## src/rtl/cic_decim_mc.sv

```systemverilog
// Multi-channel PDM CIC decimator: per-channel integrators,
// shared time-multiplexed comb, buffered output with handshake.
module cic_decim_mc #(
    parameter int N  = 3,
    parameter int R  = 64,
    parameter int CH = 2,
    parameter int OW = 16,
    localparam int W  = N * $clog2(R) + 2,
    localparam int CW = (CH > 1) ? $clog2(CH) : 1
) (
    input  logic          clk,
    input  logic          rst_n,
    input  logic          pdm_en,
    input  logic [CH-1:0] pdm_in,
    output logic [OW-1:0] dout,
    output logic [CW-1:0] dout_ch,
    output logic          dout_valid,
    input  logic          dout_ready,
    output logic          overrun
);
    localparam int RW = $clog2(R);

    typedef enum logic {
        S_IDLE,
        S_COMB
    } state_t;

    state_t        state_q, state_d;
    logic [RW-1:0] cnt_q;
    logic [CW-1:0] seq_q;
    logic [CW-1:0] ptr_q;
    logic          valid_q;
    logic          ovr_q;

    logic [W-1:0]  integ_q [CH][N];
    logic [W-1:0]  integ_d [CH][N];
    logic [W-1:0]  snap_q  [CH];
    logic [W-1:0]  dly_q   [CH][N];
    logic [W-1:0]  dly_d   [N];
    logic [OW-1:0] obuf_q  [CH];

    logic [W-1:0]  acc;
    logic [W-1:0]  cv;
    logic          tick;
    logic          last_seq;
    logic          last_ptr;
    logic          hs;

    assign tick     = pdm_en && (cnt_q == RW'(R - 1));
    assign last_seq = (seq_q == CW'(CH - 1));
    assign last_ptr = (ptr_q == CW'(CH - 1));
    assign hs       = valid_q && dout_ready;

    // Integrator cascade uses the freshly updated upstream value,
    // so the last stage already contains the current sample.
    always_comb begin
        acc = '0;
        for (int c = 0; c < CH; c++) begin
            acc = integ_q[c][0] + (pdm_in[c] ? W'(1) : {W{1'b1}});
            integ_d[c][0] = acc;
            for (int k = 1; k < N; k++) begin
                acc = integ_q[c][k] + acc;
                integ_d[c][k] = acc;
            end
        end
    end

    always_comb begin
        cv = snap_q[seq_q];
        for (int k = 0; k < N; k++) begin
            dly_d[k] = cv;
            cv = cv - dly_q[seq_q][k];
        end
    end

    always_comb begin
        state_d = state_q;
        unique case (state_q)
            S_IDLE: if (tick) state_d = S_COMB;
            S_COMB: if (last_seq) state_d = S_IDLE;
            default: state_d = S_IDLE;
        endcase
    end

    always_ff @(posedge clk or negedge rst_n) begin
        if (!rst_n) begin
            state_q <= S_IDLE;
            cnt_q   <= '0;
            seq_q   <= '0;
            ptr_q   <= '0;
            valid_q <= 1'b0;
            ovr_q   <= 1'b0;
            for (int c = 0; c < CH; c++) begin
                snap_q[c] <= '0;
                obuf_q[c] <= '0;
                for (int k = 0; k < N; k++) begin
                    integ_q[c][k] <= '0;
                    dly_q[c][k]   <= '0;
                end
            end
        end else begin
            state_q <= state_d;
            if (pdm_en) begin
                cnt_q <= cnt_q + 1'b1;
                for (int c = 0; c < CH; c++)
                    for (int k = 0; k < N; k++)
                        integ_q[c][k] <= integ_d[c][k];
            end
            if (tick) begin
                for (int c = 0; c < CH; c++)
                    snap_q[c] <= integ_d[c][N-1];
            end
            if (tick)
                seq_q <= '0;
            else if (state_q == S_COMB)
                seq_q <= seq_q + 1'b1;
            if (state_q == S_COMB) begin
                for (int k = 0; k < N; k++)
                    dly_q[seq_q][k] <= dly_d[k];
                obuf_q[seq_q] <= cv[W-1 -: OW];
            end
            // A frame that is still being drained gets replaced.
            if (state_q == S_COMB && last_seq) begin
                valid_q <= 1'b1;
                ptr_q   <= '0;
                if (valid_q && !(hs && last_ptr))
                    ovr_q <= 1'b1;
            end else if (hs) begin
                if (last_ptr) begin
                    valid_q <= 1'b0;
                    ptr_q   <= '0;
                end else begin
                    ptr_q <= ptr_q + 1'b1;
                end
            end
        end
    end

    assign dout       = obuf_q[ptr_q];
    assign dout_ch    = ptr_q;
    assign dout_valid = valid_q;
    assign overrun    = ovr_q;

endmodule

```

## config.mk

```make
export PLATFORM = sky130hd
export DESIGN_NAME = cic_decim_mc
export DESIGN_NICKNAME = d
export VERILOG_FILES = /design/src/rtl/cic_decim_mc.sv
export SDC_FILE = /design/constraint.sdc
export NUM_CORES = 1
export LEC_CHECK = 0
export ABC_AREA = 1
export BUFFER_PORTS_ARGS = -buffer_cell sky130_fd_sc_hd__buf_2
export CORE_UTILIZATION = 30
export CTS_BUF_LIST = sky130_fd_sc_hd__clkbuf_2 sky130_fd_sc_hd__clkbuf_4 sky130_fd_sc_hd__clkbuf_8
export CTS_CLUSTER_DIAMETER = 60
export CTS_CLUSTER_SIZE = 24
export DETAILED_ROUTE_END_ITERATION = 12
export SYNTH_ARGS = -nofsm -noshare
export SYNTH_HDL_FRONTEND = slang
export SYNTH_SLANG_ARGS = --single-unit
```

## constraint.sdc

```tcl
create_clock -name clk -period 5.9 [get_ports clk]
set_input_delay 0.59 -clock clk [delete_from_list [all_inputs] [get_ports clk]]
set_output_delay 0.59 -clock clk [all_outputs]
set_load 0.05 [all_outputs]
```

; ---- After elaboration in Yosys (flattened, before gate mapping)
; Index checks and enable logic that the tools add are counted.
[word_totals]
input_bits = 6
regBits = 323
[classes]
reduce_logical = 12
eq_ne = 1
add_sub_neg = 12
muxes = 34
bitwise_logic = 3
magnitude_cmp = 3
[op_table]
columns = operator, n
row1 = $bwmux W120, 3
row2 = $mux W60, 4
row3 = $demux W60 S1, 3
row4 = $add A20 B20 Y20, 6
row5 = $mux W20, 6
row6 = $mux W16, 4
row7 = $sub A20 B20 Y20, 3
row8 = $mux W40, 1
row9 = $bwmux W32, 1
row10 = $demux W16 S1, 1
row11 = $mux W1, 10
row12 = $add A6 B1 Y6 const B, 1
row13 = $eq A6 B6 Y1 const B, 1
row14 = $logic_and A1 B1 Y1, 6
row15 = $reduce_bool A2 Y1, 3
row16 = $ge A2 B2 Y1 const B, 2
row17 = $not A1 Y2, 2
row18 = $reduce_and A2 Y1, 2
row19 = $add A1 B1 Y1 const B, 2
row20 = $lt A2 B1 Y1 const B, 1
row21 = $pmux W1 S2, 1
row22 = $logic_not A1 Y1, 1
row23 = $not A1 Y1, 1

; ---- Longest topological paths before layout
; Gate-level depths: netlist (run 1).
[logic_depth]
depth_word = 8
depth_mapped = 41
ltp_nobuf = 37

; ---- Least setup slack after synthesis (run 1)
; Ideal clock, no wire load.
[synth_path]
kind = reg2reg
start = register seq_q, in the netlist last_seq
end = register obuf_q[31] (netlist name)
path_stages_with_launch = 40
t_arrival_ns = 5.480
period_less_slack_ns = 5.546
slack_ns = 0.354
required_time_ns = 5.835
n_path_buf = 5
setup_ns = 0.065
cell_sequence = dfrtp_1 -> buf_6 -> buf_2 -> buf_2 -> buf_1 -> clkbuf_1 -> nand2_1 -> nand2_1 -> ha_1 -> inv_1 -> fa_1 -> nand3_1 -> nand3_1 -> xor2_1 -> ha_1 -> inv_1 -> o21bai_1 -> a21oi_1 -> (+4 left out) -> nand2_2 -> nand2_1 -> nand2_2 -> nand2_1 -> nand2_1 -> or2_1 -> nand2_2 -> inv_1 -> ha_1 -> inv_1 -> nor3_1 -> inv_1 -> o2111ai_1 -> xor2_1 -> nand3_1 -> nand2_1 -> nand2_1 -> nand2_1
[synth_rtl]
columns = element, line_no
row1 = "start, declared", 30  ; logic [CW-1:0] seq_q;
row2 = "start signal, assigned", 116  ; seq_q <= seq_q + 1'b1;
row3 = "end signal, assigned by index", 120  ; obuf_q[seq_q] <= cv[W-1 -: OW];
row4 = "end, declared", 40  ; logic [OW-1:0] obuf_q [CH];

==> results of run 1 <==
## per-stage QoR
step / util / instance area (µm²)
2_1_floorplan: - / 21400
4_1_cts: 0.334 / 23500
5_1_grt: 0.334 / 23500
6_report: 0.334 / 23500
3_5_place_dp: 0.322 / 22600
3_3_place_gp: 0.322 / 22600
## flip-flops by register name, indices dropped and copies added (netlist names)
register / count
dout_valid: 1
dout_ch: 1
snap_q: 40
last_seq: 1
state_q: 1
obuf_q: 32
overrun: 1
integ_q: 120
cnt_q: 6
dly_q: 120
## metal layers
| metal | global-route usage | part of all wire | vias up | wire (µm) |
|---|---|---|---|---|
| met2 | 0.232 | 0.45 | 197 | 22500 |
| li1 | - | - | 9234 | - |
| met4 | 0.0413 | 0.027 | 0 | 1350 |
| met5 | 0 | 0 | - | 0 |
| met1 | 0.195 | 0.50 | 8071 | 25200 |
| met3 | 0.0176 | 0.029 | 70 | 1460 |
## cells in the mapped netlist, types with 8 or more instances
cell      count
dfrtp_1     323
a21oi_1     158
xnor2_1      44
inv_2         8
nand2_2      24
fa_1          8
a31oi_1      22
nand3_1     112
mux2i_1      38
nand2_1     895
o21ai_0     281
o21ai_1      30
or2_2         8
nor3_1       21
buf_1        10
xor2_1       97
a21o_1       14
inv_1       284
ha_1        165
clkbuf_1     62
nand4_1      19
o21bai_1     13
nor2_1       85
## worst paths after layout
kind | end | slack, ns | from
setup / recovery | obuf_q[31] | 0.49 | last_seq
setup reg to reg | obuf_q[31] | 0.49 | last_seq
hold reg to reg | overrun | 0.48 | overrun
hold / removal | dout_ch | 0.24 | dout_ready
max in group asynchronous | dly_q[77] | 4.07 | rst_n
min in group asynchronous | integ_q[49] | 0.45 | rst_n
## placed cells by master (no fill, tap or decap), drive strengths merged, types with 13 or more instances in the layout
master / count
nand4: 19
xnor2: 44
inv: 307
buf: 53
clkbuf: 35
nand3: 118
nor2: 89
ha: 165
a31oi: 22
o21ai: 312
or2: 15
a21oi: 164
xor2: 99
mux2i: 38
nor3: 22
a21o: 14
nand2: 924
dfrtp: 323
o21bai: 13
## logic make-up (layout without fill, tap and decap cells)
| family | after synthesis | after routing | synth area share |
|---|---|---|---|
| AND/OR/NAND/NOR | 1204 | 1204 | 0.232 |
| adder cells (fa/ha/maj) | 173 | 173 | 0.104 |
| XOR/XNOR | 145 | 145 | 0.0613 |
| AO/OA/AOI/OAI | 556 | 556 | 0.139 |
| flip-flops | 323 | 323 | 0.377 |
| multiplexers | 38 | 38 | 0.0178 |
| buffers and inverters | 375 | 409 | 0.0682 |
## worst min-delay path, cell delays in order
cell and delay [ns]:
buf_2 0.09, a21oi_1 0.05, nor2_1 0.09
## area by class of cell
| class | instances | share of cell area |
|---|---|---|
| clock inverters | 27 | 0.0157 |
| repair buffers | 54 | 0.0164 |
| well taps | 940 | 0.0500 |
| flip-flops and latches | 323 | 0.344 |
| inverters | 293 | 0.0469 |
| clock buffers | 35 | 0.0205 |
| multi-input cells | 2116 | 0.507 |
## what timing repair did
item	CTS	global route
resized for setup	0	9
setup endpoints to repair	0	6
endpoints found under the hold margin	53	0
hold buffers	1	0
==> results.md, run 1 <==
* finished, final reports clean — result of the run
* 7 — total iterations of the first detailed-routing run
* clkbuf_8 — Clock Tree Root
* 36.7 mm — final HPWL from detailed placement
* 0.0704 mm² — CORE AREA
* dfrtp_1 — most area-hungry cell type in the Yosys netlist
* input port to register — type of the most critical hold path
* 25 — Ports
* 0.377 — share of synthesized area occupied by flip-flops and latches
* 269 µm — DIE WIDTH
* 2 — H-tree level count
* 323 — total clock sinks
* 29 — total stage count of the critical path
* 29 — Worst Reg2Reg Path Length in Cells
* 3,725 — number of placed cells counting well taps
* register — nature of the critical path endpoint
* 86.4 mm — wire length of the first global-routing pass
* 35 — number of buffers created by CTS
* 0 — count of endpoints failing setup in the final report
* 0.873 — routability cong.
* register to register — kind of critical path
* 0.142 — overall routing resource usage
* 1.00 — FFs w/ async S/R, synth
* 0 ns — final sum of negative setup slack
* 0 — initial antenna violation count
* 50.5 mm — Final Routed Wirelength
* 0.49 ns — delay of the slowest cell on the worst path
* 17,300 — number of global-route vias before repair
* 0.0730 ns — worst setup timing slack at the placement stage
* dfrtp_1, nand2_1, ha_1 — largest cells by area after synthesis
* 3,002 — count of nets after finishing
* 3 — cell depth of the worst hold path
* 0.239 ns — worst hold margin
* register — Critical Path Start Type
* dfrtp_1 — commonest register cell after synthesis
* 0.0725 mm² — die area
* 0.11 ns — Worst-path clk slew
* 6.45 ns — required time of the critical path
* 269 µm — Die Y
* 0 — Routed Antenna Nets
* 0.304 — initial core utilization
* 0.917 — portion of the clock cycle consumed by the worst path in the final layout
* 4.64 — Via density
* compound AO/OA/AOI/OAI gates — cell family with most CP delay
* 0 — number of remaining DRC errors
* 7,562 — filler cell count in the final layout
* 9.78% — Layout Area Growth over Synthesis
* 5 — count of buffering cells on the critical path with inverters included
* 3 — maximum buffer depth of the clock tree
* 0 — number of max-cap violations
* 0.0214 mm² — post-synth design cell area
* 0 — total gr overflow
* 0 — warnings from Yosys
* 5.96 ns — data arrival time of the worst path
* 24 — IO buf count
* 13.3 µm — average routed wire per standard cell
* done — CTS tree
* 0 — number of post-CTS setup repair buffers
* 3,788 — Non-Filler Instances
* 0.278 — Slew headroom
* 0 — EDFF count, synth
* 170 — largest net degree at the start of global routing
* 0.0664 — share of final-layout standard cells stronger than drive strength 1
* 885 — Iter 0 DRT Violations
* 0.487 ns — min setup slack post-route
* 323 — flip-flop and latch count after synthesis
* 17,600 — Via Count
* 1.08 ns — Worst Max-Slew Pin Slew
* 0.0119 mm² — multi-input gate area in the final layout
* 0 — Hold Violations, Final
* 0 — # diodes
* 7.61 µm² — synthesized area divided by synthesized cell count
* 97 — standard-cell row count
* 2,814 — number of cells produced by synthesis
* 2,993 — Syn Nets
* yes — setup repair after global routing missed its margin
* 39 — CP max FO
* 0.64 ns — clock latency of the later-clocked register in the worst-skew pair
* 0.0783 ns — worst clock skew on the final layout
* 0.377 — area share of the largest cell type after synthesis
* 50 — post-synth cell types
* 0.00809 mm² — Storage cell area
* 0.185 GHz — highest clock frequency the design can meet
* dfrtp_4 — Crit-path slowest cell
* nand2_1 — most numerous cell on the critical path
* 0 — final max-slew violation count
* 5.41 ns — final critical path time including I/O delays and setup
Power of run 1 is not shown: default switching activity piles up to over one toggle a cycle in this logic, so the estimate is an artifact.
==> run 2: changes to the inputs <==
--- a/config.mk
+++ b/config.mk
@@ -7,11 +7,14 @@
 export LEC_CHECK = 0
 export ABC_AREA = 1
 export BUFFER_PORTS_ARGS = -buffer_cell sky130_fd_sc_hd__buf_2
+export CELL_PAD_IN_SITES_DETAIL_PLACEMENT = 1
+export CELL_PAD_IN_SITES_GLOBAL_PLACEMENT = 2
 export CORE_UTILIZATION = 30
 export CTS_BUF_LIST = sky130_fd_sc_hd__clkbuf_2 sky130_fd_sc_hd__clkbuf_4 sky130_fd_sc_hd__clkbuf_8
 export CTS_CLUSTER_DIAMETER = 60
 export CTS_CLUSTER_SIZE = 24
 export DETAILED_ROUTE_END_ITERATION = 12
+export PLACE_DENSITY_LB_ADDON = 0.1
 export SYNTH_ARGS = -nofsm -noshare
 export SYNTH_HDL_FRONTEND = slang
 export SYNTH_SLANG_ARGS = --single-unit
==> results.md, run 2 (synthesized netlist as in run 1, its figures left out) <==
* 0.341 — Final Core Density
* 18,200 — Via Count
* 19,800 — number of global-route vias before repair
* 0.977 ns — Worst Max-Slew Pin Slew
* 0 ns — final sum of negative setup slack
* 6.02 ns — data arrival time of the worst path
* 2 — initial antenna violation count
* clkbuf_8 — Clock Tree Root
* 0 — total gr overflow
* 16.6 µm — average routed wire per standard cell
* done — CTS tree
* 658 — Iter 0 DRT Violations
* 0.179 — overall routing resource usage
* 24 — IO buf count
* 4.75 — Via density
* 5.42 ns — final critical path time including I/O delays and setup
* 0 — count of endpoints failing setup in the final report
* no — setup repair after global routing missed its margin
* register — Critical Path Start Type
* 97 — standard-cell row count
* finished, final reports clean — result of the run
* 0.47 ns — delay of the slowest cell on the worst path
* dly_q: 120 flops, integ_q: 120 flops, snap_q: 40 flops — biggest registers after layout
* 154 — largest net degree at the start of global routing
* 25 — Ports
* 0 — number of max-cap violations
* 269 µm — Die Y
* 0.0864 — share of final-layout standard cells stronger than drive strength 1
* 2 — H-tree level count
* 0.0704 mm² — CORE AREA
* 0 — number of remaining DRC errors
* 3 — maximum buffer depth of the clock tree
* 0.839 — routability cong.
* 0.09 ns — Worst-path clk slew
* 43 — number of buffers created by CTS
* 3,836 — Non-Filler Instances
* 0 — final max-slew violation count
* 0.185 GHz — highest clock frequency the design can meet
* 8,591 — filler cell count in the final layout
* 0 — Routed Antenna Nets
* 0 — Hold Violations, Final
* 6.51 ns — required time of the critical path
* register to register — kind of critical path
* 0.0229 mm² — Placement Cell Area
* 0.918 — portion of the clock cycle consumed by the worst path in the final layout
* 0.304 — initial core utilization
* input port to register — type of the most critical hold path
* 63.7 mm — Final Routed Wirelength
* 3,041 — count of nets after finishing
* 47.9 mm — final HPWL from detailed placement
* 0.349 — Slew headroom
* dfrtp_4 — Crit-path slowest cell
* nand2_1 — most numerous cell on the critical path
* register — nature of the critical path endpoint
* 3,756 — number of placed cells counting well taps
* 0.67 ns — clock latency of the later-clocked register in the worst-skew pair
* 0.0725 mm² — die area
* 106 mm — wire length of the first global-routing pass
* 323 — total clock sinks
* 21 — CP max FO
* nand2_1 — most frequent standard cell in the layout excluding fill and tap cells
* 0.0240 mm² — final design area excluding fillers
* 0.0536 ns — worst clock skew on the final layout
* 4 — total iterations of the first detailed-routing run
* nand2_1, dfrtp_1, inv_1 — most used cells in the layout excluding fill and tap cells
* 269 µm — DIE WIDTH
* 12.2% — Layout Area Growth over Synthesis
==> run 2: changes by cell type in the layout (fill, tap and decap cells not counted), moves of 3 or more <==
cell,previous run,this run
inv_6,2,6
a21oi_2,7,10
clkbuf_8,35,44
a21oi_1,157,154
a21boi_1,7,4
buf_4,26,56
clkinv_4,2,6
xor2_1,97,93
xor2_2,2,6
==> run 2: cell type report <==
class                           instances  area, µm²  area share
Timing Repair Buffer                   85        623      0.0259
Tap cell                              940       1180      0.0489
Clock inverter                         32        427      0.0177
Inverter                              293       1100      0.0459
Antenna cell                            1       2.50    0.000104
Multi-Input combinational cell       2116      12000       0.499
Clock buffer                           46        621      0.0258
Sequential cell                       323       8090       0.336
==> run 2: final timing paths <==
kind / startpoint / end / slack, ns / cells past startpoint
setup reg to reg: last_seq / obuf_q[31] / 0.48 / 29
min in group asynchronous: rst_n / dly_q[76] / 0.53 / 2
setup / recovery: last_seq / obuf_q[31] / 0.48 / 29
max in group asynchronous: rst_n / dly_q[81] / 3.96 / 3
hold / removal: dout_ready / dout_ch / 0.20 / 3
hold reg to reg: overrun / overrun / 0.47 / 1
==> run 2: metrics by stage <==
stage	setup WS (ns)	hold WS, ns
after global placement	-0.0123	0.455
after CTS	0.0435	0.119
final	0.485	0.201
after detailed placement	-0.0905	0.458
after floorplan	0.354	0.294
after global routing	0.00972	0.187
==> run 2: repair_timing <==
action                                  CTS  global route
buffers inserted                          0             0
hold buffers                              1             0
endpoints found under the setup margin    0            14
resized for setup                         0            24
endpoints found under the hold margin    74             0
==> run 2: worst max-delay path, delay by kind of cell (launching register included) <==
kind | cells | cell delay, ns
buffers and inverters | 5 | 0.72
XOR/XNOR | 2 | 0.44
AND/OR/NAND/NOR | 12 | 1.14
adder cells (fa/ha/maj) | 3 | 1.21
AO/OA/AOI/OAI | 7 | 1.36
flip-flops | 1 | 0.47
==> run 2: per-layer routing <==
layer / global-route usage / routed length (µm)
met5: 0 / 0
met4: 0.0411 / 1110
met3: 0.0197 / 1490
met2: 0.316 / 30800
met1: 0.233 / 30300
Power of run 2 is left out for the same reason.
